## src/rtl/muldiv_iter.sv

```systemverilog
// Iterative 32x32 multiply / divide unit.
// One adder pass per cycle: shift-add multiply, restoring divide.

module adder_32bit (
  input  logic [31:0] A,
  input  logic [31:0] B,
  input  logic        Ctr,
  output logic [31:0] Result,
  output logic        CF
);

  logic [32:0] sum;
  logic [31:0] bx;

  // Ctr=1 turns A+B into A-B; CF is carry on add, borrow on subtract
  always_comb begin
    bx     = B ^ {32{Ctr}};
    sum    = {1'b0, A} + {1'b0, bx} + {32'd0, Ctr};
    Result = sum[31:0];
    CF     = sum[32] ^ Ctr;
  end

endmodule

module muldiv_iter (
  input  logic        clk,
  input  logic        rst_n,
  input  logic        start,
  input  logic [1:0]  op,
  input  logic [31:0] a,
  input  logic [31:0] b,
  output logic [31:0] hi,
  output logic [31:0] lo,
  output logic        busy,
  output logic        done,
  output logic        dz
);

  localparam logic [1:0] IDLE = 2'd0;
  localparam logic [1:0] CALC = 2'd1;
  localparam logic [1:0] FIX  = 2'd2;
  localparam logic [1:0] DONE = 2'd3;

  logic [1:0]  state_q, state_d;
  logic [4:0]  cnt_q, cnt_d;
  logic [1:0]  op_q, op_d;
  logic        sa_q, sa_d;
  logic        sb_q, sb_d;
  logic [31:0] acc_q, acc_d;
  logic [31:0] lq_q, lq_d;
  logic [31:0] dvs_q, dvs_d;
  logic [31:0] hi_q, hi_d;
  logic [31:0] lo_q, lo_d;
  logic        dz_q, dz_d;

  logic [31:0] add_a;
  logic [31:0] add_res;
  logic        add_cf;
  logic        add_ctr;
  logic [31:0] rem_s;
  logic [31:0] mul_sum;
  logic        mul_c;
  logic        commit;
  logic        accept;

  // Two's complement without an adder: invert every bit above
  // the lowest set bit.
  function automatic logic [31:0] neg32(input logic [31:0] x);
    logic seen;
    neg32 = '0;
    seen  = 1'b0;
    for (int i = 0; i < 32; i++) begin
      neg32[i] = x[i] ^ seen;
      seen     = seen | x[i];
    end
  endfunction

  function automatic logic [63:0] neg64(input logic [63:0] x);
    logic seen;
    neg64 = '0;
    seen  = 1'b0;
    for (int i = 0; i < 64; i++) begin
      neg64[i] = x[i] ^ seen;
      seen     = seen | x[i];
    end
  endfunction

  // The one shared adder: adds for multiply, subtracts for divide
  adder_32bit u_add (
    .A      (add_a),
    .B      (dvs_q),
    .Ctr    (add_ctr),
    .Result (add_res),
    .CF     (add_cf)
  );

  // Adder operand steering and per-iteration step results
  always_comb begin
    add_ctr = op_q[1];
    rem_s   = {acc_q[30:0], lq_q[31]};
    add_a   = op_q[1] ? rem_s : acc_q;
    mul_sum = lq_q[0] ? add_res : acc_q;
    mul_c   = lq_q[0] & add_cf;
    commit  = acc_q[31] | ~add_cf;
    accept  = start & ~busy;
  end

  // Next-state and datapath update
  always_comb begin
    state_d = state_q;
    cnt_d   = cnt_q;
    op_d    = op_q;
    sa_d    = sa_q;
    sb_d    = sb_q;
    acc_d   = acc_q;
    lq_d    = lq_q;
    dvs_d   = dvs_q;
    hi_d    = hi_q;
    lo_d    = lo_q;
    dz_d    = dz_q;
    unique case (state_q)
      IDLE, DONE: begin
        if (state_q == DONE) state_d = IDLE;
        if (accept) begin
          state_d = CALC;
          cnt_d   = 5'd0;
          dz_d    = 1'b0;
          op_d    = op;
          sa_d    = op[0] & a[31];
          sb_d    = op[0] & b[31];
          acc_d   = 32'd0;
          lq_d    = (op[0] & a[31]) ? neg32(a) : a;
          dvs_d   = (op[0] & b[31]) ? neg32(b) : b;
        end
      end
      CALC: begin
        cnt_d = cnt_q + 5'd1;
        if (cnt_q == 5'd31) state_d = FIX;
        if (op_q[1]) begin
          acc_d = commit ? add_res : rem_s;
          lq_d  = {lq_q[30:0], commit};
        end else begin
          acc_d = {mul_c, mul_sum[31:1]};
          lq_d  = {mul_sum[0], lq_q[31:1]};
        end
      end
      FIX: begin
        state_d = DONE;
        if (!op_q[1]) begin
          if (sa_q ^ sb_q) begin
            {hi_d, lo_d} = neg64({acc_q, lq_q});
          end else begin
            {hi_d, lo_d} = {acc_q, lq_q};
          end
        end else if (dvs_q == 32'd0) begin
          dz_d = 1'b1;
          lo_d = lq_q;
          hi_d = sa_q ? neg32(acc_q) : acc_q;
        end else begin
          lo_d = (sa_q ^ sb_q) ? neg32(lq_q) : lq_q;
          hi_d = sa_q ? neg32(acc_q) : acc_q;
        end
      end
      default: state_d = IDLE;
    endcase
  end

  // State and datapath registers
  always_ff @(posedge clk or negedge rst_n) begin
    if (!rst_n) begin
      state_q <= IDLE;
      cnt_q   <= '0;
      op_q    <= '0;
      sa_q    <= 1'b0;
      sb_q    <= 1'b0;
      acc_q   <= '0;
      lq_q    <= '0;
      dvs_q   <= '0;
      hi_q    <= '0;
      lo_q    <= '0;
      dz_q    <= 1'b0;
    end else begin
      state_q <= state_d;
      cnt_q   <= cnt_d;
      op_q    <= op_d;
      sa_q    <= sa_d;
      sb_q    <= sb_d;
      acc_q   <= acc_d;
      lq_q    <= lq_d;
      dvs_q   <= dvs_d;
      hi_q    <= hi_d;
      lo_q    <= lo_d;
      dz_q    <= dz_d;
    end
  end

  // Outputs decoded from state and result registers
  always_comb begin
    busy = (state_q == CALC) | (state_q == FIX);
    done = (state_q == DONE);
    hi   = hi_q;
    lo   = lo_q;
    dz   = dz_q;
  end

endmodule

```

## config.mk

```make
export PLATFORM = sky130hd
export DESIGN_NAME = muldiv_iter
export DESIGN_NICKNAME = d
export VERILOG_FILES = /design/src/rtl/muldiv_iter.sv
export SDC_FILE = /design/constraint.sdc
export NUM_CORES = 1
export LEC_CHECK = 0
export ABC_AREA = 1
export BUFFER_PORTS_ARGS = -buffer_cell sky130_fd_sc_hd__buf_2
export CELL_PAD_IN_SITES_DETAIL_PLACEMENT = 2
export CELL_PAD_IN_SITES_GLOBAL_PLACEMENT = 2
export CORE_MARGIN = 2
export CORE_UTILIZATION = 35
export CTS_CLUSTER_SIZE = 30
export DETAILED_ROUTE_END_ITERATION = 10
export GPL_ROUTABILITY_DRIVEN = 0
export PLACE_DENSITY = 0.92
export SLEW_MARGIN = 15
export SYNTH_ARGS = -nofsm -noshare
export SYNTH_HDL_FRONTEND = slang
export SYNTH_HIERARCHICAL = 1
export SYNTH_SLANG_ARGS = --single-unit
```

## constraint.sdc

```tcl
create_clock -name clk -period 13.9 [get_ports clk]
set_input_delay 1.39 -clock clk [delete_from_list [all_inputs] [get_ports clk]]
set_output_delay 1.39 -clock clk [all_outputs]
set_load 0.03 [all_outputs]
```

==> impl_results.md <==
* Status: finished clean
* Hold Path Cell Cnt at 2
* Number of synthesized flops with an enable pin at 0
* Routed Antenna Nets at 0
* Horiz. Die Dim at roughly 210 um
* CTS root buf: clkbuf_16
* Synth Flop Type: dfrtp_1
* Starting Density at a little over a third
* ANT cells at 0
* Cell Rows at 75
* Final hold violation count at 0
* Die height at 209 um
* # setup viols final at 0
* # nets final at roughly 2400
* Syn. warnings at 6
* Worst skew pair latency at 490 ps
* Setup Buffers After CTS at 0
* Slowest cell on crit path: dfrtp_1
* Total CTS buffers at 17
* Slew headroom at 20.9%
* Final min period at between 10000 and 15000 ps
* Detailed Route WL at ~63000 um
* Setup TNS at 0 ps
* First-pass GRT wire length at 101000 um
* Die Footprint at approximately 44000 um^2
* Crit start category: flop
* Worst R2R Path Depth at 67
* RSZ-0062 raised after global routing: false
* Cell mode on critical path: ha_1
* Cells after synthesis at about 2100
* Clock Skew at 16.0 ps
* Avg Cell Area, Syn at 7.00 um^2
* Fill cells at 4943
* Crit-path max FO at 9
* Synth Register Bits at ~170
* Crit. End Element: flop
* Post-DP HPWL at approximately 45000 um
* Max Fclk at roughly 76 MHz
* Fin crit share at between 90% and 100%
* Measured slew at the worst slew-check pin at 1190 ps
* Router iterations before antenna repair at 5
* DR DRC count at 0
* Seq/Total Area, Yosys at between 20% and 30%
* Reg clk slew, reported paths at ~70 ps
* I/O pin count at 136
* Drt first-iter violations at about 930
* Global route overflow at 0
* H-tree levels at 4
* Hold buffers post-CTS at 0
* Vias in the first global route at approximately 18000
* IO buf count at between 100 and 150
* Syn nets at around 2400
* Total Routing Usage GR at about 30%
* Vias per cell at 5.75
* Vias at around 16000
* Area Overhead vs Synth at 10.4%
* Initial antenna violation count at 0
* Worst Setup Path Type: reg -> reg
* Commonest non-fill, non-tap cell in the layout: nand2_1
* Core footprint at approximately 42000 um^2
* WL/cell at 23.3 um
* Worst EP arrival at 13600 ps
* Count of cell types in the netlist at 37
* HP Class: reg -> reg
* CP max stage delay at 380 ps
* Layout cell share with drive strength beyond 1 at between 10% and 20%
* Maxcap violations at 0
* Synth Cell Area at approximately 15000 um^2
* Post-cts resize count at 0
* # clock sinks at around 170
* Most frequent cells in the layout: nand2_1, a21oi_1, inv_1
* Max-slew violations at 0
* Async SR Flop Fraction at 100%
* Longest Clk Path Bufs at 2
* WP data required at roughly 14000 ps
* Largest net degree at the start of global routing at 102
* CTS tree: built
==> logic make-up (layout without fill, tap and decap cells) <==
logic type	count (synthesis)	after routing	synth area share (%)
compound gates	677	677	24.0
simple gates	639	639	17.6
buf+inv	379	442	10.3
fa+ha+maj	189	189	16.1
flops	171	171	29.1
xor+xnor	48	48	2.86
==> synthesized netlist by cell type, types with 31 or more instances <==
library cell | number | area, um^2
ha_1 | 188 | 2350
nand2_1 | 389 | 1460
nor2_1 | 162 | 608
a21oi_1 | 253 | 1270
o21ai_0 | 229 | 1150
a31oi_1 | 31 | 194
clkbuf_1 | 65 | 244
nand3_1 | 55 | 275
buf_2 | 31 | 155
dfrtp_1 | 171 | 4280
xor2_1 | 46 | 403
o21ai_1 | 123 | 616
inv_1 | 249 | 935
==> worst max-delay path: cells and delay by family, from the launching register on <==
family	cells	cell delay, ps
adders and majority gates	62	11820
DFF	1	380
buffers and inverters	1	250
xor gates and xnor gates	1	240
AOI/OAI and AO/OA	1	210
and+or+nand+nor	2	170
==> final cells by class <==
type	instances	area, um^2	share of cell area, %
clock inverters	10	118	0.724
inverters	260	977	6.01
multi-input cells	1553	8940	55.0
repair buffers	150	795	4.89
clock buffers	22	464	2.86
flip-flops and latches	171	4280	26.4
well taps	539	674	4.15
==> registers in the layout (all words and copies together) (netlist names) <==
register,flops
acc_q,32
dvs_q,32
hi,32
lo,32
lq_q,32
cnt_q,5
state_q,2
dz,1
op_q,1
sa_q,1
sb_q,1
==> worst paths after layout <==
path	startpoint	endpoint	slack, ps
min in group asynchronous	rst_n	acc_q[18]	830
setup / recovery	lq_q[0]	hi[31]	720
hold / removal	lo[9]	lo[9]	490
hold reg to reg	lo[9]	lo[9]	490
max in group asynchronous	rst_n	op_q[1]	11580
setup reg to reg	lq_q[0]	hi[31]	720
==> routing by layer <==
metal  vias up  wire [um]  track usage (%)
met3       191       2260             4.40
met2       411      32100             52.5
met4         0       3160             15.8
met1      7861      25400             33.9
li1       7086          -                -
met5         -          0                0
==> metrics by stage <==
stage	util, %	area (um^2)	hold slack, ps	std cells	worst slack (ps)
after detailed placement	37.5	15700	468	2673	1100
final	38.9	16200	488	2705	722
after global routing	38.9	16200	513	2705	214
after CTS	38.9	16200	492	2705	751
after floorplan	-	14700	471	2103	2040
after global placement	37.5	15700	460	2673	1440
Power is not shown: default switching activity piles up to over one toggle a cycle in this logic, so the estimate is an artifact.
